**src/rtl/mul_sequencer_pkg.sv**
```systemverilog
// rtl/mul_sequencer_pkg.sv - shared encodings for the iterative multiply unit
//
// Purpose: operation and FSM state encodings used by mul_sequencer and its datapath.
// Contents:
//   mulop_e       MulOp encodings (11 is reserved and executes as UMULL)
//   state_e       sequencer states IDLE/CALC/FIX/DONE
//   op_is_signed  true only for SMULL, the one op that works on magnitudes

package mul_sequencer_pkg;

    typedef enum logic [1:0] {
        MULOP_MUL   = 2'b00,
        MULOP_UMULL = 2'b01,
        MULOP_SMULL = 2'b10,
        MULOP_RSVD  = 2'b11
    } mulop_e;

    typedef enum logic [1:0] {
        IDLE = 2'd0,
        CALC = 2'd1,
        FIX  = 2'd2,
        DONE = 2'd3
    } state_e;

    function automatic logic op_is_signed(input logic [1:0] op);
        return op == MULOP_SMULL;
    endfunction

endpackage

```
**src/rtl/mul_shift_add_dp.sv**
```systemverilog
// rtl/mul_shift_add_dp.sv - shift-add multiply datapath: operands, accumulator, counter, fix-up
//
// Purpose: holds the operand, accumulator and iteration-counter registers of the
// sequential multiplier and produces the sign-corrected, flagged result.
// Ports:
//   clk, reset            clock, asynchronous active-high reset
//   load                  latch op/operands, clear accumulator, arm counter
//   step                  one shift-add iteration
//   fix                   apply sign correction and register results/flags
//   mulop                 operation code presented with load
//   srca, srcb            multiplicand / multiplier presented with load
//   count_zero            last iteration is the current one
//   result_lo, result_hi  registered product halves (hi forced 0 for MUL)
//   mul_n, mul_z          registered negative / zero flags

module mul_shift_add_dp
    import mul_sequencer_pkg::*;
#(
    parameter int WIDTH = 32
) (
    input  logic             clk,
    input  logic             reset,
    input  logic             load,
    input  logic             step,
    input  logic             fix,
    input  logic [1:0]       mulop,
    input  logic [WIDTH-1:0] srca,
    input  logic [WIDTH-1:0] srcb,
    output logic             count_zero,
    output logic [WIDTH-1:0] result_lo,
    output logic [WIDTH-1:0] result_hi,
    output logic             mul_n,
    output logic             mul_z
);

    localparam int            CW       = (WIDTH > 2) ? $clog2(WIDTH) : 1;
    localparam logic [CW-1:0] CNT_INIT = CW'(WIDTH - 1);
    localparam logic [CW-1:0] CNT_ONE  = CW'(1);

    logic [1:0]         op_q;
    logic               neg_q;
    // Multiplicand lives in a double-width register and is shifted left each
    // iteration, so the accumulator add is always the same full-width add.
    logic [2*WIDTH-1:0] mcand_q;
    logic [WIDTH-1:0]   mplier_q;
    logic [2*WIDTH-1:0] acc_q;
    logic [CW-1:0]      count_q;

    logic               load_signed;
    logic               neg_d;
    logic [WIDTH-1:0]   a_mag;
    logic [WIDTH-1:0]   b_mag;
    logic [2*WIDTH-1:0] prod;
    logic               is_mul;
    logic [WIDTH-1:0]   lo_d;
    logic [WIDTH-1:0]   hi_d;
    logic               n_d;
    logic               z_d;

    // Magnitudes are WIDTH-bit unsigned: the most negative input maps to
    // 2^(WIDTH-1), which still fits, so no overflow handling is needed.
    always_comb begin
        load_signed = op_is_signed(mulop);
        a_mag       = (load_signed && srca[WIDTH-1]) ? -srca : srca;
        b_mag       = (load_signed && srcb[WIDTH-1]) ? -srcb : srcb;
        neg_d       = load_signed & (srca[WIDTH-1] ^ srcb[WIDTH-1]);
    end

    always_comb begin
        prod   = neg_q ? -acc_q : acc_q;
        is_mul = (op_q == MULOP_MUL);
        lo_d   = prod[WIDTH-1:0];
        hi_d   = is_mul ? '0 : prod[2*WIDTH-1:WIDTH];
        n_d    = is_mul ? prod[WIDTH-1] : prod[2*WIDTH-1];
        z_d    = is_mul ? (lo_d == '0) : (prod == '0);
    end

    assign count_zero = (count_q == '0);

    always_ff @(posedge clk or posedge reset) begin
        if (reset) begin
            op_q      <= '0;
            neg_q     <= 1'b0;
            mcand_q   <= '0;
            mplier_q  <= '0;
            acc_q     <= '0;
            count_q   <= '0;
            result_lo <= '0;
            result_hi <= '0;
            mul_n     <= 1'b0;
            mul_z     <= 1'b0;
        end else begin
            if (load) begin
                op_q     <= mulop;
                neg_q    <= neg_d;
                mcand_q  <= {{WIDTH{1'b0}}, a_mag};
                mplier_q <= b_mag;
                acc_q    <= '0;
                count_q  <= CNT_INIT;
            end else if (step) begin
                if (mplier_q[0]) begin
                    acc_q <= acc_q + mcand_q;
                end
                mcand_q  <= mcand_q << 1;
                mplier_q <= mplier_q >> 1;
                count_q  <= count_q - CNT_ONE;
            end
            // Results only move here, so they hold across idling and across
            // a new Start until the next operation reaches its fix-up.
            if (fix) begin
                result_lo <= lo_d;
                result_hi <= hi_d;
                mul_n     <= n_d;
                mul_z     <= z_d;
            end
        end
    end

endmodule

```
**src/rtl/mul_sequencer.sv**
```systemverilog
// rtl/mul_sequencer.sv - fixed-latency iterative multiply sequencer (MUL/UMULL/SMULL)
//
// Purpose: launches a shift-add multiply on Start, reports Busy while iterating and
// pulses Done one cycle when results are valid (WIDTH+2 cycles after Start).
// Ports:
//   clk, reset          clock, asynchronous active-high reset
//   Start               launch request, honoured only in IDLE or DONE
//   MulOp               00 MUL, 01 UMULL, 10 SMULL, 11 treated as UMULL
//   SrcA, SrcB          operands, captured on an accepted Start
//   Busy                high in CALC and FIX
//   Done                one-cycle pulse in DONE
//   ResultLo, ResultHi  product halves (ResultHi is 0 for MUL)
//   MulN, MulZ          negative / zero flags of the product

module mul_sequencer
    import mul_sequencer_pkg::*;
#(
    parameter int WIDTH = 32
) (
    input  logic             clk,
    input  logic             reset,
    input  logic             Start,
    input  logic [1:0]       MulOp,
    input  logic [WIDTH-1:0] SrcA,
    input  logic [WIDTH-1:0] SrcB,
    output logic             Busy,
    output logic             Done,
    output logic [WIDTH-1:0] ResultLo,
    output logic [WIDTH-1:0] ResultHi,
    output logic             MulN,
    output logic             MulZ
);

    state_e state_q;
    state_e state_d;

    logic load;
    logic step;
    logic fix;
    logic count_zero;

    always_ff @(posedge clk or posedge reset) begin
        if (reset) begin
            state_q <= IDLE;
        end else begin
            state_q <= state_d;
        end
    end

    always_comb begin
        state_d = state_q;
        load    = 1'b0;
        step    = 1'b0;
        fix     = 1'b0;
        Busy    = 1'b0;
        Done    = 1'b0;
        case (state_q)
            IDLE: begin
                if (Start) begin
                    load    = 1'b1;
                    state_d = CALC;
                end
            end
            CALC: begin
                Busy = 1'b1;
                step = 1'b1;
                if (count_zero) begin
                    state_d = FIX;
                end
            end
            FIX: begin
                Busy    = 1'b1;
                fix     = 1'b1;
                state_d = DONE;
            end
            DONE: begin
                // Done still pulses when a back-to-back Start is taken here.
                Done = 1'b1;
                if (Start) begin
                    load    = 1'b1;
                    state_d = CALC;
                end else begin
                    state_d = IDLE;
                end
            end
            default: state_d = IDLE;
        endcase
    end

    mul_shift_add_dp #(
        .WIDTH(WIDTH)
    ) u_dp (
        .clk       (clk),
        .reset     (reset),
        .load      (load),
        .step      (step),
        .fix       (fix),
        .mulop     (MulOp),
        .srca      (SrcA),
        .srcb      (SrcB),
        .count_zero(count_zero),
        .result_lo (ResultLo),
        .result_hi (ResultHi),
        .mul_n     (MulN),
        .mul_z     (MulZ)
    );

endmodule
```
**config.mk**
```make
export PLATFORM = sky130hd
export DESIGN_NAME = mul_sequencer
export DESIGN_NICKNAME = d
export VERILOG_FILES = /design/src/rtl/mul_sequencer_pkg.sv /design/src/rtl/mul_shift_add_dp.sv /design/src/rtl/mul_sequencer.sv
export SDC_FILE = /design/constraint.sdc
export NUM_CORES = 1
export LEC_CHECK = 0
export ABC_AREA = 1
export CAP_MARGIN = 10
export CORE_MARGIN = 8
export CORE_UTILIZATION = 35
export CTS_CLUSTER_DIAMETER = 100
export DETAILED_ROUTE_END_ITERATION = 8
export GPL_TIMING_DRIVEN = 0
export SLEW_MARGIN = 15
export SYNTH_ARGS = -nofsm -noshare
export SYNTH_HDL_FRONTEND = slang
export SYNTH_SLANG_ARGS = --single-unit
```
**constraint.sdc**
```tcl
create_clock -name clk -period 10.7 [get_ports clk]
set_input_delay 2.675 -clock clk [delete_from_list [all_inputs] [get_ports clk]]
set_output_delay 2.675 -clock clk [all_outputs]
set_load 0.01 [all_outputs]
```
# ---- Word-level counts from Yosys, hierarchy flattened
# Index checks and enable logic that the tools add are counted.
dict set report classes {
  add_sub_neg 5
  n_eq_ne 6
  n_bitwise 2
  muxes 25
  reduce_logical 13
}
# operator n
set op_table {}
lappend op_table {{2-to-1 mux 64 bit} 6}
lappend op_table {{2-to-1 mux 32 bit} 5}
lappend op_table {{adder 64 bit} 1}
lappend op_table {{logical NOT 64 bit} 1}
lappend op_table {{negation 32 bit} 2}
lappend op_table {{negation 64 bit} 1}
lappend op_table {{logical NOT 32 bit} 1}
lappend op_table {{2-to-1 mux 5 bit} 2}
lappend op_table {{2-to-1 mux 1 bit} 9}
lappend op_table {{case mux 2 bit (4 select lines)} 1}
lappend op_table {{== test 2 bit (second input constant)} 3}
lappend op_table {{logical NOT 5 bit} 1}
lappend op_table {{subtractor 5 x 1 -> 5 bit (second input constant)} 1}
lappend op_table {{logical NOT 2 bit} 2}
lappend op_table {{2-to-1 mux 2 bit} 2}
lappend op_table {{!= test 2 bit (second input constant)} 2}
lappend op_table {{AND reduction 2 bit} 2}
lappend op_table {{nonzero test 2 bit} 2}
lappend op_table {{OR reduction 2 bit} 2}
lappend op_table {{== test 2 x 1 -> 1 bit (second input constant)} 1}
lappend op_table {{logical AND 1 bit} 2}
lappend op_table {{bitwise AND 1 bit} 1}
lappend op_table {{bitwise XOR 1 bit} 1}
dict set report totals {
  output_inout_bits 68
  in_bits 69
  regBits 236
}

# ---- Longest topological paths before layout
# Gate-level depths: netlist of run 1.
dict set report logic_depth {
  depth_word 5
  ltp_mapped 18
}

# ---- Modules after synthesis
# From an unflattened synthesis of run 1, not the netlist that was laid out.
dict set report hier_totals {
  cells_unflattened 2647
  area_unflattened_um2 17759.5
}
# module seq_area_each_um2 cells_each n_inst area_each_um2
set by_module_without_submodules {}
lappend by_module_without_submodules {mul_shift_add_dp 5855.6 2620 1 17553.1}
lappend by_module_without_submodules {mul_sequencer 50.0 27 1 206.4}

# ---- Worst setup path after synthesis of run 1
# No wires, ideal clock.
dict set report synth_path {
  kind {input to register}
  startpoint {input port SrcA[0]}
  endpoint {register u_dp.mcand_q[30]}
  path_buffers 0
  required_ns 10.573
  path_stages 12
  arrival_ns 4.006
  setup_ns 0.127
  slack_ns 6.567
  cell_sequence {inv_1 > ha_1 > nand2_1 > nor3_2 > nand4_1 > nor2_1 > nand2_1 > nand2_1 > o21ai_1 > xor2_1 > o21ai_0 > o21ai_1}
}
dict set report synth_between {
  elab_chain_len 3
}
# item line_no
set synth_lines {}
lappend synth_lines {{from (decl)} mul_sequencer.sv:24} ;# input logic [WIDTH-1:0] SrcA,
lappend synth_lines {{negation 32 bit} mul_shift_add_dp.sv:64} ;# a_mag = (load_signed && srca[WIDTH-1]) ? -srca : srca;
lappend synth_lines {{2-to-1 mux 32 bit} mul_shift_add_dp.sv:64}
lappend synth_lines {{2-to-1 mux 64 bit} mul_shift_add_dp.sv:93} ;# if (load) begin
lappend synth_lines {{to (signal assigned)} mul_shift_add_dp.sv:96} ;# mcand_q <= {{WIDTH{1'b0}}, a_mag};
lappend synth_lines {{to (signal assigned)} mul_shift_add_dp.sv:104} ;# mcand_q <= mcand_q << 1;
lappend synth_lines {{to (decl)} mul_shift_add_dp.sv:44} ;# logic [2*WIDTH-1:0] mcand_q;
# Every way passes these cells.
# A chain may end at the register's enable or synchronous reset.

# ---- Worst setup path after layout of run 1
dict set report layout_path {
  startpoint {input port MulOp[1]}
  endpoint {register u_dp.mplier_q[26]}
}
dict set report layout_between {
  elab_chain_len 4
}
# item line_no
set layout_lines {}
lappend layout_lines {{from (decl)} mul_sequencer.sv:23} ;# input logic [1:0] MulOp,
lappend layout_lines {{== test 2 bit} mul_sequencer_pkg.sv:26} ;# return op == MULOP_SMULL;
lappend layout_lines {{logical AND 1 bit} mul_shift_add_dp.sv:65} ;# b_mag = (load_signed && srcb[WIDTH-1]) ? -srcb : srcb;
lappend layout_lines {{2-to-1 mux 32 bit} mul_shift_add_dp.sv:65}
lappend layout_lines {{2-to-1 mux 32 bit} mul_shift_add_dp.sv:93}
lappend layout_lines {{to (signal assigned)} mul_shift_add_dp.sv:97} ;# mplier_q <= b_mag;
lappend layout_lines {{to (signal assigned)} mul_shift_add_dp.sv:105} ;# mplier_q <= mplier_q >> 1;
lappend layout_lines {{to (decl)} mul_shift_add_dp.sv:45} ;# logic [WIDTH-1:0] mplier_q;
# Every way passes these cells.

==> Implementation_results.wiki, run 1 <==
{| class="wikitable"
! Metric !! Value
|-
| Leakage power figure || about 9.8 nW
|-
| Number of levels in the clock H-tree || 1
|-
| 1st-pass router iterations || 5
|-
| Floorplan core area || between 50000 and 60000 um2
|-
| Post-route minimum period || ~5 ns
|-
| Hold Fails Final Rpt || 0
|-
| Cell family with most CP delay || simple AND/OR/NAND/NOR gates
|-
| Dominant combinational cell family by area after synthesis || simple AND/OR/NAND/NOR gates
|-
| Area occupied by multi-input gates || 10400 um2
|-
| Grt met2 use || between 30 and 40%
|-
| Max-cap check violation count || 0
|-
| Sequential cell area fraction in the yosys report || roughly a third
|-
| Maximum count of clock buffers along a single path || 3
|-
| Iteration-0 DRC Markers || roughly 1.4k
|-
| Synth async-reset ratio || 100%
|-
| Vias in the first global route || 18.1k
|-
| Setup violations, final || 0
|-
| Filler cell count in the final layout || 5354
|-
| Post-route worst hold slack || around 0.48 ns
|-
| Adder-cell area share of the yosys netlist || under 10%
|-
| Clock buffer count from CTS || 28
|-
| Resize count post-CTS || 0
|-
| Mapped cell area || around 18000 um2
|-
| Number of antenna violations at the first check in global routing || 1
|-
| Number of clock sinks seen by CTS || between 200 and 250
|-
| Total global routing overflow || 0
|-
| Number of post-CTS setup repair buffers || 0
|-
| Area fraction in compound gates after synthesis || around a fifth
|-
| Die Height || between 200 and 250 um
|-
| CTS tree || done
|-
| Post-synthesis instance total || 2700
|-
| Power Total || 7.19 mW
|-
| Die ar. || 58500 um2
|-
| Clk Tree Root Cell || clkbuf_16
|-
| Width of the die || around 240 um
|-
| Total wirelength of the detailed-routed design || slightly below 70 mm
|-
| Mapped Nets || 2844
|-
| RD Place Congestion || roughly 0.95
|-
| Status || finished clean
|-
| Worst rel slew slack || roughly 34%
|-
| Slew @ Worst Pin || roughly 1.0 ns
|-
| Pin count of the biggest net entering global routing || roughly 110
|-
| Number of enable-type register cells in the synthesized netlist || 0
|-
| Distinct cells, synth || 49
|-
| Proportion of layout cells with a drive suffix above 1 || under 10%
|-
| Via count normalized by instance count || 5.20
|-
| DRC errors left || 0
|-
| Slack of the worst reg-to-reg path || 7.42 ns
|-
| Depth of the worst register-to-register path || 11
|-
| Port-buffer cells || around 140
|-
| Tightest Hold Check Type || register to register
|-
| DPL Wire Length || 56.8 mm
|-
| Post-Synth XOR/XNOR Area || under 10%
|-
| Primary FF master, synth || dfrtp_1
|-
| Count of nets after finishing || 3012
|-
| Worst-path cell with the longest stage delay || nor2_1
|-
| Clock latency on the worst-skew pair || just under 0.6 ns
|-
| Unrepaired setup endpoints after global routing || no
|-
| Timing startpoint of the critical path || MulOp[1]
|-
| Count of synthesis-stage warnings from yosys || 0
|-
| Synthesized-area fraction occupied by and/or/nand/nor cells || between 30 and 40%
|-
| Global route hottest layer || met2
|-
| Type of element launching the critical path || input port
|-
| Routed WL per cell || between 15 and 20 um
|-
| Most common cell after layout, fill and taps aside || nand2_1
|-
| Met1 Resource Use GR || between 20% and 30%
|-
| Pins Over Slew Limit || 0
|-
| Clock transition at path regs || about 0.06 ns
|-
| Initial core utilization || between 30% and 40%
|-
| Maximum clock skew at final layout || ~0.013 ns
|-
| Largest vdd supply drop || about 0.16 mV
|-
| Ant. Diodes || 0
|-
| Worst R2R End || u_dp.acc_q[24]$_DFFE_PP0P_
|-
| Chain of cells forming the critical path || clkdlybuf4s50_1 > inv_1 > nor2_1 > nand2_1 > clkinv_1 > clkbuf_1 > nand3_1 > a21oi_1 > o22ai_1
|-
| Number of antenna-violating nets in the routed design || 0
|-
| Most frequent cells in the layout || 723 x nand2_1, 386 x nor2_1, 319 x inv_1
|-
| Required time of the worst setup path || ~11 ns
|-
| CP Capture Point || u_dp.mplier_q[26]$_DFFE_PP0P_
|-
| Final standard cell utilization of the core || a little over two fifths
|-
| Period utilisation layout || 46.9%
|-
| Area taken by flip-flops and latches || around 6000 um2
|-
| Synthesis-to-finish area growth || 17.9%
|-
| Critical Path Stages || 9
|-
| Via total after detailed routing || 18.5k
|-
| Register bit total from synthesis || about 240
|-
| All-Layer GR Usage || between 20% and 30%
|-
| CTS hold repair buffers || 0
|-
| Buffers plus inverters on the worst setup path || 4
|-
| Arr. time, crit path || roughly 5.5 ns
|-
| Count of standard-cell rows || 82
|-
| Mux share of post-synthesis cell area || 0%
|-
| Met3 routing resource usage after global routing || roughly 3.3%
|-
| Capturing element type of the critical path || register
|-
| Power density normalized to cell area || about 340 nW/um2
|-
| Critical path start-end classification || input port to register
|-
| Beginning of the worst register-to-register path || state_q[1]$_DFFE_PP0P_
|-
| First-pass GRT wire length || 105 mm
|-
| Ports placed on the boundary || roughly 140
|-
| Mean instance size in the synthesized netlist || about 6.6 um2
|-
| Delay of the slowest critical-path stage || approximately 0.62 ns
|-
| Max frequency || between 150 and 200 MHz
|-
| Worst Path Max Fanout || 10
|}
-- state kept, by name, summed over array words and instances, names as in the netlist --
signal / count
u_dp.mplier_q: 32
u_dp.count_q: 5
u_dp.neg_q: 1
u_dp.result_lo: 32
u_dp.result_hi: 32
u_dp.mul_z: 1
u_dp.mcand_q: 64
u_dp.acc_q: 64
state_q: 2
u_dp.op_q: 2
u_dp.mul_n: 1
-- cells in the mapped netlist (9+ instances only) --
cell type  number  area share (%)
nor2_1        386             8.1
nor3_1         25            0.70
a21oi_1       167             4.7
o221ai_1       13            0.64
o22ai_1        30             1.1
inv_1         320             6.7
ha_1           74             5.2
xor2_1         63             3.1
a31oi_1        14            0.49
nand4_1        25            0.88
nand2_2        12            0.42
clkbuf_1       58             1.2
a22o_1         31             1.5
o211ai_1       12            0.50
dfrtp_1       236              33
nand2_1       723              15
o21bai_1       15            0.63
o21ai_0       274             7.7
nand3_1       109             3.1
buf_1           9            0.19
-- power by group --
group          switching (mW)  internal (mW)  total (mW)  leakage (nW)
Sequential              0.418           1.27        1.69          3.06
Clock                   0.398          0.579       0.977         0.455
Combinational            3.06           1.46        4.52          6.32
-- metal layers --
metal / wire length [um] / share of wire (%) / vias to the layer above
li1: - / - / 9189
met1: 30700 / 45 / 8572
met2: 31100 / 46 / 623
met3: 4140 / 6.1 / 125
met4: 2310 / 3.4 / 2
met5: 10 / 0.015 / -
-- worst register-to-register path: stages, from the launching register on --
cell,delay [ns]
dfrtp_1,0.41
inv_1,0.11
ha_1,0.32
inv_1,0.06
nand2_1,0.16
inv_2,0.15
nor2_1,0.53
clkinv_1,0.50
clkbuf_1,0.45
a21oi_1,0.23
o21ai_0,0.17
o21ai_0,0.12
-- cell families (layout without fill, tap and decap cells) --
kind of cell | Yosys count | after routing
xor+xnor | 70 | 70
fa+ha+maj | 75 | 75
simple gates | 1317 | 1317
flops | 236 | 236
buf+inv | 402 | 590
compound gates | 600 | 600
-- through the flow --
| stage | worst slack [ns] | area, um2 | std cells | setup TNS, ns |
|---|---|---|---|---|
| 5_1_grt | 5.43 | 21100 | 3560 | 0 |
| 3_5_place_dp | 5.08 | 20100 | 3510 | 0 |
| 4_1_cts | 5.69 | 21100 | 3560 | 0 |
| 6_report | 5.68 | 21100 | 3560 | 0 |
| 2_1_floorplan | 1.55 | 17900 | 2700 | 0 |
| 3_3_place_gp | -1.45 | 20100 | 3508 | -332.90 |
-- area by class of cell --
| class | instances | area share, % |
|---|---|---|
| plain buffers | 76 | 1.62 |
| clock buffers | 39 | 3.71 |
| clock inverters | 11 | 0.683 |
| inverters | 326 | 5.85 |
| multi-input cells | 2062 | 49.4 |
| flip-flops and latches | 236 | 28.1 |
| well taps | 672 | 3.99 |
| repair buffers | 138 | 6.73 |
-- worst min path at each step --
stage / from / end / slack (ns) / depth (start not counted)
after CTS: u_dp.mplier_q[12]$_DFFE_PP0P_ / u_dp.mplier_q[12]$_DFFE_PP0P_ / 0.48 / 2
after detailed placement: u_dp.mplier_q[12]$_DFFE_PP0P_ / u_dp.mplier_q[12]$_DFFE_PP0P_ / 0.46 / 2
after global routing: u_dp.mplier_q[27]$_DFFE_PP0P_ / u_dp.mplier_q[27]$_DFFE_PP0P_ / 0.50 / 2
final: u_dp.mul_z$_DFFE_PP0N_ / u_dp.mul_z$_DFFE_PP0N_ / 0.48 / 2
after global placement: u_dp.mplier_q[2]$_DFFE_PP0P_ / u_dp.mplier_q[2]$_DFFE_PP0P_ / 0.46 / 2
after floorplan: u_dp.mplier_q[2]$_DFFE_PP0P_ / u_dp.mplier_q[2]$_DFFE_PP0P_ / 0.44 / 2
(Power assumes the default switching activity.)
==> run 2: changes to the inputs <==
Clock period 10.7 ns to 5.18 ns, I/O delays scaled along.
==> run 2 against run 1 <==
Sequential power grew 110%. Die area is the same. Global-route usage rose by 0.35 points. Combinational power is 110% higher. Setup slack worse by 4.2 ns. Critical path type unchanged. Critical endpoint is now u_dp.neg_q$_DFFE_PP0P_. Largest power group unchanged.
==> Implementation_results.wiki, run 2 (synthesized netlist as in run 1, its figures left out) <==
{| class="wikitable"
! Metric !! Value
|-
| Status || finished clean
|-
| Number of antenna violations at the first check in global routing || 0 (-1)
|-
| Global route hottest layer || met2
|-
| Power density normalized to cell area || 708 nW/um2 (+110%)
|-
| First-pass GRT wire length || 106 mm (+0.91%)
|-
| Arr. time, crit path || 4.18 ns (-1.29 ns)
|-
| Clk Tree Root Cell || clkbuf_16
|-
| DRC errors left || 0 (unchanged)
|-
| Logic pwr share || 62.6% (-0.3 points)
|-
| Slew @ Worst Pin || 1.09 ns (+0.0926 ns)
|-
| Worst Path Max Fanout || 10 (unchanged)
|-
| Width of the die || 242 um (unchanged)
|-
| Unrepaired setup endpoints after global routing || no
|-
| DPL Wire Length || 57.8 mm (+1.8%)
|-
| Synthesis-to-finish area growth || 18.5%
|-
| Post-route cell area || 21200 um2 (+0.58%)
|-
| Port-buffer cells || 136 (unchanged)
|-
| Maximum count of clock buffers along a single path || 3 (unchanged)
|-
| Required time of the worst setup path || 5.64 ns (-5.51 ns)
|-
| Initial core utilization || 35.5% (unchanged)
|-
| Met3 routing resource usage after global routing || 2.89% (-0.37 points)
|-
| Ports placed on the boundary || 137 (unchanged)
|-
| Net switching power || 8.05 mW (+110%)
|-
| Worst-path cell with the longest stage delay || buf_1
|-
| Clock share of power || 14.1% (+0.5 points)
|-
| Total global routing overflow || 0 (unchanged)
|-
| Max-cap check violation count || 0 (unchanged)
|-
| Number of antenna-violating nets in the routed design || 0 (unchanged)
|-
| Proportion of layout cells with a drive suffix above 1 || 3.63% (+0.13 points)
|-
| Type of element launching the critical path || input port
|-
| Internal power consumption || 6.95 mW (+110%)
|-
| TNS Setup || 0 ns (unchanged)
|-
| Chain of cells forming the critical path || clkdlybuf4s50_1 > nand2_1 > inv_2 > clkbuf_1 > buf_1 > nand3_1 > o21ai_0
|-
| Leakage power figure || 9.89 nW (+0.55%)
|-
| Grt met2 use || 38.2% (+0.55 points)
|-
| Capturing element type of the critical path || register
|-
| Delay of the slowest critical-path stage || 0.82 ns (+0.20 ns)
|-
| Registers with the most flip-flops || u_dp.acc_q (64), u_dp.mcand_q (64)
|-
| Count of nets after finishing || 3017 (+0.17%)
|-
| Die ar. || 58500 um2 (unchanged)
|-
| Pins Over Slew Limit || 0 (unchanged)
|-
| Clock buffer count from CTS || 28 (unchanged)
|-
| RD Place Congestion || 0.978 (+2.9%)
|-
| CTS hold repair buffers || 0 (unchanged)
|-
| Proportion of total power due to net switching || 53.7% (-0.23 points)
|-
| Period utilisation layout || about 72%
|-
| Filler cell count in the final layout || 5350 (-0.075%)
|-
| 1st-pass router iterations || 6 (+1)
|-
| CTS tree || done
|-
| Clock latency on the worst-skew pair || 0.58 ns (about the same)
|-
| Number of levels in the clock H-tree || 1 (unchanged)
|-
| Post-route minimum period || around 3.7 ns
|-
| Met1 Resource Use GR || 30.4% (+0.72 points)
|-
| Number of post-CTS setup repair buffers || 0 (unchanged)
|-
| All-Layer GR Usage || 22.9% (+0.35 points)
|-
| Max frequency || approximately 270 MHz
|-
| Floorplan core area || 50300 um2 (unchanged)
|-
| Total wirelength of the detailed-routed design || 69.5 mm (+1.9%)
|-
| Die Height || 242 um (unchanged)
|-
| Number of clock sinks seen by CTS || 236 (unchanged)
|-
| Worst rel slew slack || 27.5% (-6.2 points)
|-
| Most frequent cells in the layout || 723 x nand2_1, 386 x nor2_1, 319 x inv_1
|-
| Largest vdd supply drop || 0.279 mV (+74%)
|-
| Via total after detailed routing || 18.6k (+0.21%)
|-
| Routed WL per cell || 19.5 um (+1.7%)
|-
| Iteration-0 DRC Markers || 1389 (-1.8%)
|-
| Setup violations, final || 0 (unchanged)
|-
| Final standard cell utilization of the core || 42.1% (+0.24 points)
|-
| Placement Cell Area || 20200 um2 (+0.40%)
|-
| Count of standard-cell rows || 82 (unchanged)
|-
| Most common cell after layout, fill and taps aside || nand2_1
|-
| Via count normalized by instance count || 5.20 (about the same)
|-
| Pin count of the biggest net entering global routing || 39 (-64%)
|-
| Sequential group share of total power || 23.3% (-0.2 points)
|-
| Vias in the first global route || 18.1k (+0.26%)
|-
| Power Total || 15.0 mW (+110%)
|-
| Hold Fails Final Rpt || 0 (unchanged)
|-
| Critical path start-end classification || input port to register
|-
| Maximum clock skew at final layout || 0.0199 ns (+0.00703 ns)
|-
| Tightest Hold Check Type || register to register
|-
| Resize count post-CTS || 0 (unchanged)
|-
| Clock transition at path regs || 0.06 ns (about the same)
|}
==> run 2: critical path, delay by kind of cell <==
kind / cells / cell delay, ns
buf+inv: 4 / 2.08
compound gates: 1 / 0.21
simple gates: 2 / 0.58
==> run 2: path summary, 6_finish.rpt <==
check | startpoint | endpoint | slack (ns) | cells past startpoint
worst min-delay path | u_dp.result_lo[0]$_DFFE_PP0N_ | u_dp.result_lo[0]$_DFFE_PP0N_ | 0.48 | 2
worst max-delay path | Start | u_dp.neg_q$_DFFE_PP0P_ | 1.47 | 7
min in group asynchronous | reset | u_dp.result_lo[6]$_DFFE_PP0N_ | 1.16 | 2
max in group asynchronous | reset | u_dp.mcand_q[42]$_DFFE_PP0P_ | 2.94 | 5
worst min register to register | u_dp.result_lo[0]$_DFFE_PP0N_ | u_dp.result_lo[0]$_DFFE_PP0N_ | 0.48 | 2
worst max register to register | state_q[1]$_DFFE_PP0P_ | u_dp.acc_q[33]$_DFFE_PP0P_ | 1.81 | 11
==> run 2: final cells by class <==
class	count	area [um2]	share of cell area (%)
clock buffer	38	779	3.68
antenna	1	2.50	0.0118
inverter	326	1230	5.80
clock inverter	11	184	0.869
tap	672	841	3.97
multi-input combinational	2062	10400	49.1
buffer	76	340	1.61
sequential	236	5910	27.9
timing repair buffer	143	1500	7.09
==> run 2: layer usage <==
layer	up-vias	wire [um]
met5	-	0
met4	0	2450
met3	129	4040
met2	624	31700
met1	8602	31300
li1	9195	-
==> run 2: through the flow <==
step / worst slack, ns / cells / hold WS (ns)
3_3_place_gp: -1.10 / 3508 / 0.463
6_report: 1.47 / 3565 / 0.482
2_1_floorplan: 0.793 / 2700 / 0.444
4_1_cts: 1.49 / 3564 / 0.481
5_1_grt: 1.36 / 3564 / 0.502
3_5_place_dp: 0.913 / 3515 / 0.466
==> run 2: power groups by stage <==
stage               combinational, mW  clock, mW  sequential, mW
floorplan                        6.25          0            3.19
global placement                 9.27          0            3.47
detailed placement               9.35          0            3.49
CTS                              9.39       2.15            3.46
global route                     10.5       2.22            3.56
finish                           9.39       2.12            3.49
==> run 3: changes to the inputs <==
Clock period 5.18 ns to 3.8 ns, I/O delays scaled along.
==> results of run 3 <==
The final DEF is identical to that of run 2. Status: finished clean.
Main changes from that run: setup slack after placement 0.913 ns -> -0.122 ns; setup slack after layout 1.47 ns -> 0.431 ns; register-to-register setup slack 1.81 ns -> 0.43 ns; total power 15.0 mW -> 20.4 mW; worst IR drop on VDD 0.279 mV -> 0.380 mV
